`src/rtl/spy_delay_pkg.sv`:
```
// spy_delay_pkg: shared FSM states and parameter defaults for the spy delay-path prober and path wrapper
package spy_delay_pkg;
  localparam int CNT_W_DEF = 16;
  localparam int DLY_W_DEF = 4;
  localparam bit PATH_INVERTS_DEF = 1'b0;
  typedef enum logic [2:0] {S_IDLE, S_LAUNCH, S_WAIT, S_CAPTURE, S_SETTLE, S_DONE} state_t;
endpackage

```
`src/rtl/path_capture_ff.sv`:
```
// path_capture_ff: raw capture flop for the delay-path output, kept apart so it can be placed and constrained alone
module path_capture_ff (
  input  logic clk,
  input  logic rst,
  input  logic i_en,
  input  logic i_d,
  output logic o_q
);
  (* keep = 1 *) logic r_q;
  always_ff @(posedge clk or posedge rst)
    if (rst) r_q <= 1'b0;
    else if (i_en) r_q <= i_d;
  assign o_q = r_q;
endmodule

```
`src/rtl/delay_path_prober.sv`:
```
// delay_path_prober: launches transitions into a delay path, captures its output a set number of edges later
// and counts trials whose captured value differs from the settled expectation.
module delay_path_prober
  import spy_delay_pkg::*;
#(
  parameter int CNT_W         = CNT_W_DEF,
  parameter int DLY_W         = DLY_W_DEF,
  parameter int SETTLE_CYCLES = 8,
  parameter bit PATH_INVERTS  = PATH_INVERTS_DEF
) (
  input  logic             clk,
  input  logic             rst,
  input  logic             start,
  input  logic [CNT_W-1:0] trialCount,
  input  logic [DLY_W-1:0] captureDelay,
  output logic             pathInput,
  input  logic             pathResult,
  output logic             busy,
  output logic             done,
  output logic [CNT_W-1:0] errorCount,
  output logic             lastSample
);
  localparam int SW = $clog2(SETTLE_CYCLES + 1);
  state_t           r_state;
  logic [CNT_W-1:0] r_trials;
  logic [DLY_W-1:0] r_cap_dly;
  logic [DLY_W-1:0] r_dly;
  logic [SW-1:0]    r_set;
  logic             r_chk;
  logic             w_cap_en;
  assign w_cap_en = r_state == S_CAPTURE;
  path_capture_ff u_cap (
    .clk (clk),
    .rst (rst),
    .i_en(w_cap_en),
    .i_d (pathResult),
    .o_q (lastSample)
  );
  always_ff @(posedge clk or posedge rst)
    if (rst) begin
      r_state    <= S_IDLE;
      r_trials   <= '0;
      r_cap_dly  <= '0;
      r_dly      <= '0;
      r_set      <= '0;
      r_chk      <= 1'b0;
      pathInput  <= 1'b0;
      busy       <= 1'b0;
      done       <= 1'b0;
      errorCount <= '0;
    end else begin
      done  <= 1'b0;
      r_chk <= 1'b0;
      // compare the edge after capture, against the value launched this trial
      if (r_chk && lastSample != (pathInput ^ PATH_INVERTS) && errorCount != '1)
        errorCount <= errorCount + 1'b1;
      case (r_state)
        S_IDLE:
          if (start) begin
            r_trials   <= trialCount;
            r_cap_dly  <= captureDelay;
            errorCount <= '0;
            busy       <= 1'b1;
            r_state    <= trialCount == '0 ? S_DONE : S_LAUNCH;
          end
        S_LAUNCH: begin
          pathInput <= ~pathInput;
          r_dly     <= r_cap_dly == '0 ? '0 : r_cap_dly - 1'b1;
          r_state   <= S_WAIT;
        end
        S_WAIT:
          if (r_dly == '0) r_state <= S_CAPTURE;
          else r_dly <= r_dly - 1'b1;
        S_CAPTURE: begin
          r_chk    <= 1'b1;
          r_trials <= r_trials - 1'b1;
          r_set    <= SW'(SETTLE_CYCLES - 1);
          r_state  <= S_SETTLE;
        end
        S_SETTLE:
          if (r_set == '0) r_state <= r_trials != '0 ? S_LAUNCH : S_DONE;
          else r_set <= r_set - 1'b1;
        S_DONE: begin
          done    <= 1'b1;
          busy    <= 1'b0;
          r_state <= S_IDLE;
        end
        default: r_state <= S_IDLE;
      endcase
    end
endmodule

```
`config.mk`:
```
export PLATFORM = sky130hd
export DESIGN_NAME = delay_path_prober
export DESIGN_NICKNAME = d
export VERILOG_FILES = /design/src/rtl/spy_delay_pkg.sv /design/src/rtl/path_capture_ff.sv /design/src/rtl/delay_path_prober.sv
export SDC_FILE = /design/constraint.sdc
export NUM_CORES = 1
export LEC_CHECK = 0
export BUFFER_PORTS_ARGS = -buffer_cell sky130_fd_sc_hd__buf_4
export CORE_MARGIN = 8
export CORE_UTILIZATION = 60
export CTS_CLUSTER_SIZE = 30
export DETAILED_ROUTE_END_ITERATION = 7
export PLACE_DENSITY = 0.81
export SLEW_MARGIN = 10
export SYNTH_ARGS = -nofsm -noshare
export SYNTH_HDL_FRONTEND = slang
export SYNTH_SLANG_ARGS = --single-unit
```
`constraint.sdc`:
```
create_clock -name clk -period 3.1 [get_ports clk]
set_input_delay 0.62 -clock clk [delete_from_list [all_inputs] [get_ports clk]]
set_output_delay 0.62 -clock clk [all_outputs]
set_load 0.005 [all_outputs]
```
==> metrics.txt, run 1 <==
status completed; n_diodes 0; die span in x roughly 85 microns; via count 2681; Final Skew roughly 0.0065 ns; Resized cells post-CTS 0; final setup margin between 0.8 and 0.9 ns; pin count of the biggest net entering global routing 29; max-cap check violation count 0; hold_buf cts 0; Tmin final about 2.2 ns; CP Class flop to flop; Worst setup SP type flop; GP Congestion between 0.8 and 0.9; clock-pin slew on the worst setup and hold paths 0.09 ns; drt drc 0; Pwr per Cell Area ~750 nW/um^2; cells on worst reg2reg path 6; Layout Nets between 300 and 400; first-pass GRT wire length between 10000 and 15000 microns; Die H around 85 microns; worst path required time 3.32 ns; area post-placement about 3300 sq um; setup TNS 0 ns; antenna violations before repair 0; Num CTS Buffers 5; Clock Tree Buf Depth 2; Filler Cells Inserted ~380; Worst Setup SP r_state[2]$_DFFE_PP0P_; pre-CTS setup slack between 0.9 and 1 ns; Core ar. about 4700 sq um; grt ovf 0; Antenna Violating Nets Remaining 0; vias per inst 6.35; total clock sinks 52; YS warnings 0; Initial Util roughly three fifths; H-tree depth 2; final setup fails 0; Die ar. a little over 7000 sq um; Reg area 1300 sq um; Final Routed Wirelength 6950 microns; slew at the pin closest to its max-slew limit roughly 0.88 ns; Synth-to-Final Area Change 16.2%; Port Buf Inserts 43; slack of the worst reg-to-reg path ~0.88 ns; All-Layer GR Usage between 20% and 30%; vias in the first global route around 2600; Worst VDD drop between 400 and 500 uV; Fmax between 400 and 500 MHz; Final Slew Violations 0; wire per inst 16.5 microns; final non-filler cell area approximately 3300 sq um; DR pass1 iterations 4; CP Max Fanout 18; worst hold path class primary input to asynchronous set/reset pin; standard-cell rows 25; Ports 44; RSZ-0062 raised after global routing no; leakage power figure approximately 0.0014 uW; Post-CTS Setup Repair Bufs 0; Rel. slew slack between 40% and 50%; Fin. Hold Viols 0; Reg-to-Reg End r_trials[12]$_DFFE_PP0P_; CP endpoint kind flop; Mean Syn Cell Area 8.91 sq um; multi-input gate area in the final layout ~1500 sq um; worst skew pair latency about 0.30 ns; FF-to-FF Start r_state[2]$_DFFE_PP0P_; WP data arrival 2.44 ns; hpwl dp 5180 microns; initial detailed-routing violation count about 130; clk root buf clkbuf_8; share of cells above drive strength 1 17.1%; synthesized area between 2000 and 3000 sq um; Synth Instances approximately 320; Fin Hold WS approximately 0.39 ns; Synth Net Count ~350; period utilisation layout 71.6%; CTS tree done
==> worst max path at each step <==
stage,end,depth (start not counted),slack [ns]
2_1_floorplan,busy$_DFFE_PP0P_,1,1.22
3_3_place_gp,r_trials[12]$_DFFE_PP0P_,6,0.98
3_5_place_dp,r_trials[12]$_DFFE_PP0P_,6,0.91
4_1_cts,r_trials[12]$_DFFE_PP0P_,6,0.88
5_1_grt,r_trials[12]$_DFFE_PP0P_,6,0.57
6_report,r_trials[12]$_DFFE_PP0P_,6,0.88
==> layout make-up <==
cell class / count / area share [%]
Multi-Input combinational cell: 247 / 44.3
Clock inverter: 1 / 0.150
Sequential cell: 52 / 38.9
Clock buffer: 6 / 2.17
Tap cell: 54 / 2.02
Inverter: 13 / 1.46
Timing Repair Buffer: 49 / 11.0
==> stage by stage <==
stage | utilization [%] | std cells | total power [uW]
final | 71.8 | 422 | 2510
after detailed placement | 70.1 | 415 | 2160
after global routing | 71.8 | 422 | 2710
after CTS | 71.8 | 422 | 2520
after floorplan | - | 323 | 1860
after global placement | 70.1 | 415 | 2110
==> report_power, final <==
group          internal, uW  switching, uW  total, uW
sequential              893            262       1150
combinational           451            545        996
clock                   154            209        363
==> worst max-delay path, cell delays in order, from the launching register on <==
cell and delay [ns]:
dfrtp_1 0.59, inv_1 0.16, nand3_1 0.24, clkinv_1 0.43, nor2_1 0.44, nor4b_1 0.10
nor3_1 0.18
==> placed cells by master (no fill, tap or decap), types with 2 or more instances in the layout <==
master	n
nand2_1	43
nor3_1	18
o31a_1	3
nor3b_1	4
inv_1	11
o311ai_0	7
nand3_1	17
clkbuf_8	5
a21oi_1	17
o21ai_0	12
xnor2_1	2
o211ai_1	7
or3_1	7
nor2b_1	2
nand4_1	6
o41ai_1	2
mux2i_1	4
or4_1	6
a31oi_1	4
a2bb2oi_1	2
o31ai_1	4
and2_1	3
nor4_1	11
a211oi_1	2
and3_1	3
nor2_1	24
and4_1	3
o21a_1	3
dfrtp_1	52
buf_4	49
nand2b_1	7
ha_1	4
==> routing by layer <==
layer / GRT usage (%) / share of wire [%]
met5: 0 / 0
met4: 7.17 / 0.82
met2: 33.4 / 49
met1: 25.1 / 44
met3: 4.34 / 6.2
==> state kept, by name, summed over array words and instances (netlist names) <==
signal / count
r_state: 3
u_cap.o_q: 1
r_cap_dly: 4
errorCount: 16
r_trials: 16
r_chk: 1
pathInput: 1
r_set: 4
busy: 1
r_dly: 4
done: 1
(Power assumes the default switching activity.)
==> run 2, diff against run 1 <==
- CORE_UTILIZATION: 60 -> 57
- PLACE_DENSITY: 0.81 -> 0.77
- clock period: 3.1 -> 2.3 ns (I/O delays scaled with it)
==> run 2 against run 1 <==
Combinational power up 39%; cell area up 2.5%; register-to-register slack worse by 0.56 ns; global-route usage down 1.0 points; non-clock buffer count up 5; clock skew up 0.0033 ns; count of clock-buffer cells in the layout up 2; sequential power up 34%; fmax up 12%; critical path depth down 2; die area up 4.3%; sequential share of layout area down 0.94 points; critical endpoint is now errorCount[13]$_DFF_PP0_.
==> metrics.txt, run 2 (same netlist as run 1, synthesis figures left out) <==
status completed; grt ovf 0; Resized cells post-CTS 0; worst hold path class primary input to asynchronous set/reset pin; H-tree depth 2; hold_buf cts 0; Reg-to-Reg End errorCount[13]$_DFF_PP0_; Pwr per Cell Area between 1000 and 1500 nW/um^2; Post-CTS Setup Repair Bufs 0; period utilisation layout 86.2%; Worst VDD drop 604 uV; FF-to-FF Start errorCount[3]$_DFF_PP0_; final setup fails 0; Clock Tree Buf Depth 2; Top Registers errorCount x16, r_trials x16; slew at the pin closest to its max-slew limit approximately 0.57 ns; DR top layer met4; die span in x slightly below 90 microns; via count 2648; Initial Util around 58%; hpwl dp ~5000 microns; met1 wire length around 3100 microns; Num CTS Buffers 5; antenna violations before repair 0; Ports 44; CP Max Fanout 7; total clock sinks 52; pin count of the biggest net entering global routing 31; CTS tree done; metal3 WL 365 microns; Core ar. ~5000 sq um; Die ar. 7580 sq um; Final Skew 0.00980 ns; Antenna Violating Nets Remaining 0; vias per inst between 5 and 6; Port Buf Inserts 43; first-pass GRT wire length 11900 microns; Tmin final 1.98 ns; standard-cell rows 26; Rel. slew slack about three fifths; worst path required time 2.52 ns; wire per inst roughly 15 microns; worst skew pair latency approximately 0.30 ns; Fmax ~500 MHz; commonest non-fill, non-tap cell in the layout buf_4; Layout Nets between 400 and 500; share of cells above drive strength 1 a little under a fifth; max-cap check violation count 0; WP data arrival 2.20 ns; CP Class flop to flop; Filler Cells Inserted 437; n_diodes 0; slack of the worst reg-to-reg path 0.32 ns; setup TNS 0 ns; clk root buf clkbuf_8; vias in the first global route around 2600; All-Layer GR Usage a little under a fifth; CP endpoint kind flop; Fin. Hold Viols 0; cells on worst reg2reg path 4; RSZ-0062 raised after global routing no; Die H 87.1 microns; Final Slew Violations 0; Fin Hold WS ~0.19 ns; Synth-to-Final Area Change 19.0%; clock-pin slew on the worst setup and hold paths 0.09 ns; Final Routed Wirelength a little under 7000 microns; Worst setup SP type flop; most frequent cells in the layout 53 x buf_4, 52 x dfrtp_1, 43 x nand2_1; WL met2 approximately 3200 microns; leakage power figure around 0.0015 uW; GP Congestion roughly 0.92; initial detailed-routing violation count between 150 and 200; drt drc 0; DR pass1 iterations 4
[run 2: cell types whose count changed in the layout (fill, tap and decap cells not counted), sizes merged]
cell / delta
buf: +5
clkbuf: +2
clkinv: -1
[run 2: metal layers]
metal | track usage (%) | vias to the layer above
li1 | - | 1316
met1 | 24.6 | 1248
met2 | 31.6 | 77
met3 | 3.40 | 7
met4 | 6.10 | 0
met5 | 0 | -
[run 2: worst max-delay path: stages, from the launching register on]
cell     delay (ns)
dfrtp_1        0.46
nand4_2        0.16
or4_1          0.64
or4_1          0.50
a21oi_1        0.15
[run 2: area by class of cell]
cell class | count | area (sq um) | area share (%)
multi-input combinational | 247 | 1480 | 43.2
sequential | 52 | 1300 | 38.0
timing repair buffer | 54 | 418 | 12.2
clock buffer | 8 | 90.1 | 2.63
tap | 70 | 87.6 | 2.56
inverter | 13 | 48.8 | 1.42
[run 2: how the worst max path moves through the flow]
| stage | startpoint | endpoint | slack (ns) | cells after the start |
|---|---|---|---|---|
| floorplan | errorCount[4]$_DFF_PP0_ | errorCount[11]$_DFF_PP0_ | 0.45 | 5 |
| global placement | errorCount[4]$_DFF_PP0_ | errorCount[13]$_DFF_PP0_ | 0.42 | 4 |
| detailed placement | errorCount[3]$_DFF_PP0_ | errorCount[11]$_DFF_PP0_ | 0.34 | 4 |
| CTS | errorCount[3]$_DFF_PP0_ | errorCount[13]$_DFF_PP0_ | 0.33 | 4 |
| global route | r_state[2]$_DFFE_PP0P_ | r_trials[0]$_DFFE_PP0P_ | 0.18 | 5 |
| finish | errorCount[3]$_DFF_PP0_ | errorCount[13]$_DFF_PP0_ | 0.32 | 4 |
[run 2: stage by stage]
step	area [sq um]	utilization [%]	setup WS (ns)	total power, uW	std cells
global placement	3340	67.0	0.415	2890	436
global route	3430	68.9	0.182	3770	444
CTS	3430	68.9	0.334	3460	444
detailed placement	3340	67.0	0.341	2930	436
floorplan	2880	-	0.445	2510	323
finish	3430	68.9	0.318	3450	444
[run 2: power by group]
group / leakage, uW / switching [uW] / internal (uW) / total, uW
clock network: 0.0000455 / 281 / 246 / 527
registers: 0.000649 / 342 / 1200 / 1540
logic: 0.000781 / 741 / 639 / 1380
==> run 3, diff against run 2 <==
- CORE_UTILIZATION: 57 -> 23
- PLACE_DENSITY: 0.77 -> 0.36
==> run 3 against run 2 <==
Via count is 0.83% higher; non-clock buffer count up 4; sequential share of layout area down 2.7 points; first-iteration DRC count fell by 5.2%; global-route usage fell by 7.9 points; hold slack better by 0.016 ns; combinational power rose by 10%; sequential power about the same; clock power rose by 77%.
==> metrics.txt, run 3 (same netlist as run 1, synthesis figures left out) <==
status completed; Reg area 1300 sq um; final setup margin 0.302 ns; Slowest-stage cell, CP or4_1; WP data arrival between 2 and 2.5 ns; Top Registers errorCount x16, r_trials x16; standard-cell rows between 40 and 50; Net Switching 1510 uW; share of cells above drive strength 1 between 10% and 20%; Num CTS Buffers 5; pin count of the biggest net entering global routing 53; slew at the pin closest to its max-slew limit 0.590 ns; Worst setup SP type flop; worst path required time between 2 and 3 ns; Internal Power roughly 2500 uW; Synth-to-Final Area Change 28.2%; worst-path cell chain nand4_2 -> or4_1 -> or4_1 -> a21oi_1; Worst Setup SP errorCount[3]$_DFF_PP0_; Tmin final 2.00 ns; worst hold path class primary input to asynchronous set/reset pin; Ports 44; Layout Cells excl Fill 550; die span in x ~130 microns; critical path buffer and inverter count 0; worst skew pair latency between 0.3 and 0.4 ns; Resized cells post-CTS 0; Filler Cells Inserted approximately 1400; pre-CTS setup slack around 0.33 ns; CP endpoint kind flop; switch share 37.9%; commonest non-fill, non-tap cell in the layout buf_4; Rel. slew slack about 60%; clock share of power between 20% and 30%; Final Skew ~0.0083 ns; Antenna Violating Nets Remaining 0; WP depth 4; CP Max Fanout 7; grt ovf 0; wire per inst about 16 microns; hold_buf cts 0; vias per inst 4.85; leakage power figure 0.00154 uW; Reg-to-Reg End errorCount[13]$_DFF_PP0_; placed cell count approximately 540; first-pass GRT wire length ~14000 microns; Initial Util 23.2%; Clock Tree Buf Depth 2; worst setup path end errorCount[13]$_DFF_PP0_; delay-heaviest family, CP simple AND/OR/NAND/NOR gates; CP most frequent cell or4_1; Pwr per Cell Area 1080 nW/um^2; antenna violations before repair 0; Post-CTS Setup Repair Bufs 0; Die H approximately 130 microns; CP Class flop to flop; total clock sinks between 50 and 60; Fmax about 500 MHz; Die ar. 16400 sq um; All-Layer GR Usage between 10% and 20%; initial detailed-routing violation count approximately 160; part of the power in registers 38.4%; multi-input gate area in the final layout around 1500 sq um; setup TNS 0 ns; slack of the worst reg-to-reg path 0.30 ns; cells on worst reg2reg path 4; CTS tree done; vias in the first global route roughly 2700; drt drc 0; hpwl dp roughly 6000 microns; GP Congestion 0.764; Port Buf Inserts between 40 and 50; period utilisation layout between 80% and 90%; Final Slew Violations 0; Core ar. roughly 12000 sq um; final setup fails 0; clock-pin slew on the worst setup and hold paths 0.07 ns; max-cap check violation count 0; n_diodes 0; Final Routed Wirelength around 8700 microns; Layout Nets ~400; Worst VDD drop approximately 450 uV; DR pass1 iterations 4; critical path's largest stage delay 0.64 ns; RSZ-0062 raised after global routing no; clk root buf clkbuf_16; Logic pwr share roughly two fifths; most frequent cells in the layout 56 x buf_4, 52 x dfrtp_1, 43 x nand2_1; via count 2670; FF-to-FF Start errorCount[3]$_DFF_PP0_; Fin. Hold Viols 0; H-tree depth 2
-- run 3: worst min path at each step --
stage                                    to  depth (start not counted)            startpoint
global placement       r_set[3]$_DFFE_PP0P_                          1  r_set[3]$_DFFE_PP0P_
finish              errorCount[0]$_DFF_PP0_                          3                   rst
floorplan              r_set[3]$_DFFE_PP0P_                          1  r_set[3]$_DFFE_PP0P_
CTS                 errorCount[0]$_DFF_PP0_                          3                   rst
global route        errorCount[0]$_DFF_PP0_                          3                   rst
detailed placement     r_set[3]$_DFFE_PP0P_                          1  r_set[3]$_DFFE_PP0P_
-- run 3: stage by stage --
stage,hold WS [ns],utilization (%),instance area [sq um],power (uW)
6_report,0.204,29.7,3690,3990
5_1_grt,0.227,29.7,3690,4330
4_1_cts,0.211,29.7,3690,4060
3_5_place_dp,0.515,28.3,3510,3090
3_3_place_gp,0.501,28.3,3510,3080
2_1_floorplan,0.468,-,2880,2510
-- run 3: metal layers --
layer	up-vias	track usage, %	share of wire, %
met5	-	0	0
met4	0	5.03	1.8
met3	8	2.54	4.6
met2	51	16.8	45
met1	1282	15.1	49
li1	1329	-	-
-- run 3: worst register-to-register path, cell delays in order (launching register included) --
cell and delay (ns):
dfrtp_1 0.46, nand4_2 0.16, or4_1 0.64, or4_1 0.50, a21oi_1 0.16
-- run 3: power groups by stage --
stage	sequential, uW	combinational, uW	clock, uW
after detailed placement	1540	1540	0
after floorplan	1440	1070	0
after global routing	1590	1740	1000
after global placement	1540	1540	0
after CTS	1530	1550	983
final	1530	1520	935
-- run 3: final cells by class --
cell class                      instances  area share [%]
Timing Repair Buffer                   58            12.5
Clock inverter                          1           0.814
Clock buffer                            7            4.14
Tap cell                              172            5.83
Sequential cell                        52            35.3
Inverter                               13            1.32
Multi-Input combinational cell        247            40.1
